[src/rtl/pipeline_backbone.sv]
`default_nettype none
// ============================================================================
// Module      : pipeline_backbone
// Description : Parametrised inter-stage register chain with centralised
//               stall/flush control and saturating performance counters.
// Revision    : 1.0 - initial release
// ============================================================================
module pipeline_backbone #(
    parameter int NUM_STAGES  = 4,
    parameter int WIDTH       = 32,
    parameter int COUNT_WIDTH = 16
) (
    input  logic                          clk,
    input  logic                          reset,
    input  logic                          in_valid,
    input  logic [WIDTH-1:0]              in_data,
    output logic                          in_ready,
    input  logic [NUM_STAGES-1:0]         stall_req,
    input  logic [NUM_STAGES-1:0]         flush_req,
    output logic [NUM_STAGES-1:0]         stage_valid,
    output logic [NUM_STAGES*WIDTH-1:0]   stage_data,
    output logic [NUM_STAGES-1:0]         hold,
    output logic                          out_fire,
    output logic [COUNT_WIDTH-1:0]        retired_count,
    output logic [COUNT_WIDTH-1:0]        stall_count,
    output logic [COUNT_WIDTH-1:0]        flush_count
);

    localparam logic [COUNT_WIDTH-1:0] c_cnt_one = {{(COUNT_WIDTH-1){1'b0}}, 1'b1};
    localparam logic [COUNT_WIDTH-1:0] c_cnt_max = {COUNT_WIDTH{1'b1}};

    logic [NUM_STAGES-1:0]             r_valid;
    logic [NUM_STAGES-1:0][WIDTH-1:0]  r_data;

    logic [NUM_STAGES-1:0]             w_flush_eff;
    logic [NUM_STAGES-1:0]             w_kill;
    logic [NUM_STAGES-1:0]             w_stall_eff;
    logic [NUM_STAGES-1:0]             w_hold_raw;
    logic [NUM_STAGES-1:0]             w_hold;
    logic [NUM_STAGES-1:0]             w_bubble;
    logic [NUM_STAGES-1:0]             w_src_valid;
    logic [NUM_STAGES-1:0][WIDTH-1:0]  w_src_data;
    logic [NUM_STAGES-1:0]             w_nxt_valid;
    logic [NUM_STAGES-1:0][WIDTH-1:0]  w_nxt_data;
    logic                              w_flush_active;
    logic                              w_stall_active;
    logic                              w_in_ready;
    logic                              w_out_fire;

    logic [COUNT_WIDTH-1:0]            r_retired;
    logic [COUNT_WIDTH-1:0]            r_stalls;
    logic [COUNT_WIDTH-1:0]            r_flushes;

    // Kill mask: a register dies when any older valid register redirects.
    // Hold mask: everything at or below the oldest surviving stall requester.
    always_comb begin
        w_flush_eff = flush_req & r_valid;
        w_kill      = '0;
        for (int i = NUM_STAGES - 2; i >= 0; i--) begin
            w_kill[i] = w_kill[i+1] | w_flush_eff[i+1];
        end

        w_stall_eff = stall_req & r_valid & ~w_kill;
        w_hold_raw  = '0;
        w_hold_raw[NUM_STAGES-1] = w_stall_eff[NUM_STAGES-1];
        for (int i = NUM_STAGES - 2; i >= 0; i--) begin
            w_hold_raw[i] = w_hold_raw[i+1] | w_stall_eff[i];
        end

        w_hold   = w_hold_raw & ~w_kill;
        w_bubble = '0;
        for (int i = 1; i < NUM_STAGES; i++) begin
            w_bubble[i] = w_hold_raw[i-1] & ~w_hold_raw[i];
        end
    end

    assign w_flush_active = |w_flush_eff;
    assign w_stall_active = |w_stall_eff;
    assign w_in_ready     = ~w_stall_active & ~w_flush_active;
    assign w_out_fire     = r_valid[NUM_STAGES-1] & ~w_hold[NUM_STAGES-1];

    // A register fed by a killed neighbour receives an empty slot.
    always_comb begin
        w_src_valid    = '0;
        w_src_data     = '0;
        w_src_valid[0] = in_valid & w_in_ready;
        w_src_data[0]  = in_data;
        for (int i = 1; i < NUM_STAGES; i++) begin
            w_src_valid[i] = r_valid[i-1] & ~w_kill[i-1];
            w_src_data[i]  = r_data[i-1];
        end
    end

    always_comb begin
        w_nxt_valid = r_valid;
        w_nxt_data  = r_data;
        for (int i = 0; i < NUM_STAGES; i++) begin
            if (w_kill[i]) begin
                w_nxt_valid[i] = 1'b0;
            end else if (!w_hold[i]) begin
                if (w_bubble[i]) begin
                    w_nxt_valid[i] = 1'b0;
                end else begin
                    w_nxt_valid[i] = w_src_valid[i];
                    w_nxt_data[i]  = w_src_data[i];
                end
            end
        end
    end

    always_ff @(posedge clk) begin
        if (reset) begin
            r_valid <= '0;
            r_data  <= '0;
        end else begin
            r_valid <= w_nxt_valid;
            r_data  <= w_nxt_data;
        end
    end

    always_ff @(posedge clk) begin
        if (reset) begin
            r_retired <= '0;
            r_stalls  <= '0;
            r_flushes <= '0;
        end else begin
            if (w_out_fire && (r_retired != c_cnt_max)) begin
                r_retired <= r_retired + c_cnt_one;
            end
            if (w_stall_active && (r_stalls != c_cnt_max)) begin
                r_stalls <= r_stalls + c_cnt_one;
            end
            if (w_flush_active && (r_flushes != c_cnt_max)) begin
                r_flushes <= r_flushes + c_cnt_one;
            end
        end
    end

    assign in_ready      = w_in_ready;
    assign stage_valid   = r_valid;
    assign stage_data    = r_data;
    assign hold          = w_hold;
    assign out_fire      = w_out_fire;
    assign retired_count = r_retired;
    assign stall_count   = r_stalls;
    assign flush_count   = r_flushes;

endmodule
`default_nettype wire

[config.mk]
export PLATFORM = sky130hd
export DESIGN_NAME = pipeline_backbone
export DESIGN_NICKNAME = d
export VERILOG_FILES = /design/src/rtl/pipeline_backbone.sv
export SDC_FILE = /design/constraint.sdc
export NUM_CORES = 1
export LEC_CHECK = 0
export CORE_ASPECT_RATIO = 1.1
export CORE_MARGIN = 1.5
export CORE_UTILIZATION = 25
export DETAILED_ROUTE_END_ITERATION = 8
export PLACE_DENSITY = 0.59
export SETUP_SLACK_MARGIN = 0.1
export SLEW_MARGIN = 10
export SYNTH_ARGS = -nofsm -noshare
export SYNTH_HDL_FRONTEND = slang
export SYNTH_SLANG_ARGS = --single-unit
[constraint.sdc]
create_clock -name clk -period 2 [get_ports clk]
set_input_delay 0.4 -clock clk [delete_from_list [all_inputs] [get_ports clk]]
set_output_delay 0.4 -clock clk [all_outputs]
set_load 0.01 [all_outputs]
# --- Word level (Yosys, flattened, before mapping) ---
# Cells that the tools add are included.
totals:
  out_inout_bits: 186
  register_bits: 180
classes:
  eq_ne: 3
  n_mux: 3
  n_bitwise: 34
  n_reduce_logical: 12
  n_addsub: 3
ops:
  columns: ["operator", "n"]
  rows:
  - ["16-bit by 1-bit adder with 16-bit output (second input constant)", 3]
  - ["16-bit != test (second input constant)", 3]
  - ["4-bit AND", 4]
  - ["1-bit inverter", 15]
  - ["1-bit AND", 9]
  - ["4-bit OR reduction", 2]
  - ["3-bit AND reduction", 2]
  - ["2-bit OR reduction", 3]
  - ["1-bit bitwise OR", 5]
  - ["3-bit inverter with 4-bit output", 1]
  - ["2-bit AND reduction", 2]
  - ["1-bit logical AND", 3]
  - ["1-bit 2-to-1 mux", 3]

# --- Longest topological paths before layout ---
logic_depth:
  ltp_word: 12
  depth_mapped: 8

# --- Worst setup path after synthesis ---
# Ideal clock, no wire load.
synth_timing:
  path_type: "register to output"
  start: "reg r_valid[3], in the netlist stage_valid[3]"
  end: "out in_ready"
  slack_ps: 18
  stages_incl_launch_ff: 7
  arrival_ps: 1582
  path_cell_list: "dfxtp_1 > nand2_2 > a31o_4 > buf_8 > a21oi_4 > clkbuf_2 > and2_1"
synth_via:
  elab_chain_len: 8
synth_lines:
  columns: ["item", "line", "text"]
  rows:
  - ["from (decl)", "32", "logic [NUM_STAGES-1:0] r_valid;"]
  - ["from (signal assigned)", "116", "r_valid <= w_nxt_valid;"]
  - ["4-bit AND", "57", "w_flush_eff = flush_req & r_valid;"]
  - ["1-bit bitwise OR (2 in series)", "60", "w_kill[i] = w_kill[i+1] | w_flush_eff[i+1];"]
  - ["3-bit inverter with 4-bit output", "63", "w_stall_eff = stall_req & r_valid & ~w_kill;"]
  - ["4-bit AND", "63", null]
  - ["4-bit OR reduction", "78", "assign w_stall_active = |w_stall_eff;"]
  - ["1-bit inverter", "79", "assign w_in_ready = ~w_stall_active & ~w_flush_active;"]
  - ["1-bit AND (*)", "79", null]
  - ["to (decl)", "17", "output logic in_ready,"]
# Every way passes the cells marked *; elsewhere a longest branch is shown, timed or not.

# --- Worst setup path in the final report ---
# Ends and elaborated chain as after synthesis.

==> impl_metrics.py <==
metrics = {
    "timing": {
        "fin_crit_ps": 2050,
        "fin_worst_skew_ps": 11.4,
        "setup_viol_count_final": 2,
        "hold_viol": 0,
        "period_share_pct": 102,
        "rsz0062_at_grt": "yes",
        "fin_ws_ps": -46.5,
        "finalMaxSlewViolations": 0,
        "tightest_slew_ps": 448,
        "clock.fmax_mhz": 489,
        "whs_ps": 326,
        "relSlewSlack_pct": 69.9,
    },
    "clocking": {
        "clock_latency_ps": 430,
        "postCtsHoldBufs": 0,
        "cts_tree": "yes",
        "cts_max_level": 4,
        "numCtsBuffers": 17,
        "cts_buffer_depth": 2,
        "clkTransAtPathRegs_ps": 70,
        "cts_sinks": 180,
        "cts_root_buffer": "clkbuf_16",
    },
    "global_route": {
        "grt_overflow": 0,
        "antenna_found_initial": 0,
        "grt_max_degree": 64,
        "grt_pass1_vias": 6191,
        "grt_pass1_wl_mm": 34.2,
        "track_usage_pct": 15.1,
    },
    "drt": {
        "wire_per_inst_um": 16.7,
        "postRouteAntennaNets": 0,
        "route.detailed.drc": 0,
        "via_per_inst": 4.62,
        "dr_total_vias": 7034,
        "routed_wl_mm": 25.5,
        "firstDrtPassIters": 4,
        "drt_first_iter_violations": 326,
    },
    "synth": {
        "synth_area_leaders": "dfxtp_1 (51%), nand2_1 (15%), a21oi_1 (11%), xnor2_1 (3.0%), nor2_1 (2.1%)",
        "ys_async_sr_fraction_pct": 0,
        "netlist_instances": 874,
        "synth_common_cells": "nand2_1 (280), dfxtp_1 (180), a21oi_1 (149)",
        "yosysMostFrequentCell": "nand2_1",
        "syn_area_per_cell_um2": 8.06,
        "synth_top_area_share_pct": 51.2,
        "synth_edf_count": 0,
        "synth_nets": 920,
        "yosys.area_share.xor_xnor_pct": 3.23,
        "synth_ff_type": "dfxtp_1",
        "yosys.cell_types.count": 55,
        "seq_area_frac_synth_pct": 51.2,
        "synthMuxAreaShare_pct": 0.480,
        "synth_fa_ha_area_share_pct": 0.533,
        "ys_warn_count": 0,
        "synth_seq_cells": 180,
        "synth_compound_area_share_pct": 15.1,
        "synth_top_family_by_area": "simple AND/OR/NAND/NOR gates",
        "yosys.area_share.simple_pct": 26.0,
        "synth_area_mm2": 0.00704,
        "yosysTopAreaCell": "dfxtp_1",
    },
    "critical_path": {
        "r2r-end": "stage_data[59]",
        "startpoint": "stage_valid[3]",
        "r2r_start": "stage_valid[3]",
        "critical_path.max_fanout": 5,
        "worstSetupPathType": "flip-flop to primary output",
        "worstPathRequired_ps": 1600,
        "cp.arrival_ps": 1650,
        "cp_slowest_cell": "dfxtp_4",
        "critPathBufInv": 2,
        "startpoint_type": "flip-flop",
        "endpoint_kind": "primary output",
        "r2r_setup_slack_ps": 30,
        "ff2ff_path_depth": 13,
        "slowest_delay_ps": 390,
        "crit_top_cell": "buf_6",
        "cp_top_family": "compound AO/OA/AOI/OAI gates",
        "crit_chain": "buf_6, nand2_2, a31o_4, a21oi_4, and2_4, buf_6",
    },
    "pwr": {
        "power_mw": 9.44,
        "power_density_mw_per_mm2": 765,
        "p_leak_nw": 5.10,
        "peakVddDrop_mv": 0.433,
    },
    "placement": {
        "place_area_mm2": 0.0100,
        "gp_congestion": 0.814,
        "port_buffers": 228,
        "hpwlAfterDp_mm": 16.4,
        "pre_cts_slack_ps": -581,
    },
    "floorplan": {
        "fp.dieW_um": 163,
        "initial_utilization_pct": 25.3,
        "num_rows": 64,
        "core-area_mm2": 0.0278,
        "io_pins": 229,
        "die-height_um": 179,
        "dieArea_mm2": 0.0292,
    },
    "worst_hold_path": {
        "min_path_type": "input port to flip-flop",
        "hp-start": "reset",
        "hold_path_depth": 2,
        "hold_end": "stall_count[9]",
    },
    "run_status": {
        "status": "finished, violations left",
        "violations": "setup timing",
    },
    "finish": {
        "finalNetCount": 1191,
        "diodes": 0,
        "drive_gt1_share_pct": 30.2,
        "postLayoutCoreUtil_pct": 44.4,
        "area_growth_pct": 75.3,
        "fin_area_mm2": 0.0123,
    },
    "job": {
        "drv_cap": 0,
    },
}
-- layout by cell type (no fill, tap or decap), types with 4 or more instances in the layout --
master and count:
nor3_1 12, or4_1 5, dlymetal6s2s_1 14, nand2_1 161, nand4_1 16, o21ai_0 14
buf_4 38, or3_1 12, clkbuf_16 27, clkdlybuf4s50_1 204, a21oi_1 79, nand2_4 83
inv_6 5, dlygate4sd2_1 5, bufinv_16 5, nand2_2 38, buf_6 12, o31ai_1 4
nor4_1 7, dfxtp_1 156, dfxtp_2 23, nor2_1 39, buf_12 16, nand3_1 16
xnor2_1 24, a21oi_2 69
-- metrics by stage --
stage / setup TNS (ps) / instances
after CTS: -42.3 / 1492
final: -74.8 / 1521
after global routing: -1420 / 1521
after global placement: -40080 / 1456
after detailed placement: -42050 / 1456
after floorplan: 0 / 874
-- where the power goes --
group          switching [mW]  total [mW]  internal (mW)
clock                    1.55        3.81           2.26
combinational           0.835        1.66          0.826
sequential              0.218        3.97           3.76
total                    2.60        9.44           6.84
-- worst reg2reg max path, stage by stage, from the launching register on --
cell	delay, ps
dfxtp_4	370
buf_12	130
nand2_4	60
inv_4	40
buf_6	110
a31oi_4	160
buf_6	140
buf_6	90
buf_8	110
buf_6	110
nand3_4	150
clkbuf_16	250
nand2_2	70
a21oi_1	50
-- cells by family (layout without fill, tap and decap cells) --
kind of cell	count (synthesis)	in the layout
AOI/OAI and AO/OA	188	188
xor gates and xnor gates	26	26
adders and majority gates	3	3
buffers and inverters	56	340
DFF	180	180
muxes	3	3
and+or+nand+nor	418	418
-- sequential cells by signal (all words and copies together) (netlist names) --
name and count:
retired_count 16, flush_count 16, stall_count 16, stage_valid 4
stage_data 128
-- timing repair --
action,CTS,global route
setup buffers,4,15
endpoints found under the setup margin,42,146
pin swaps,6,147
resized for setup,32,346
cloned,0,15
-- area by class of cell --
cell class | count | area, um^2
fill | 2671 | 15400
multi-input combinational | 638 | 4260
sequential | 180 | 3640
timing repair buffer | 304 | 3310
tap | 363 | 454
clock buffer | 17 | 425
clock inverter | 15 | 240
inverter | 4 | 17.5
-- how the worst max path moves through the flow --
stage,end,slack [ps],depth (start not counted)
6_report,in_ready,-50,6
5_1_grt,in_ready,-130,4
4_1_cts,in_ready,-40,4
3_5_place_dp,in_ready,-580,5
3_3_place_gp,in_ready,-520,5
2_1_floorplan,in_ready,140,4
-- layer usage --
layer	vias up	track usage (%)	share of wire (%)
met5	-	0	0
li1	3513	-	-
met3	42	3.49	4.0
met1	3307	20.2	44
met2	172	22.9	49
met4	0	6.92	3.2
Power figures use the tool's default switching activity.
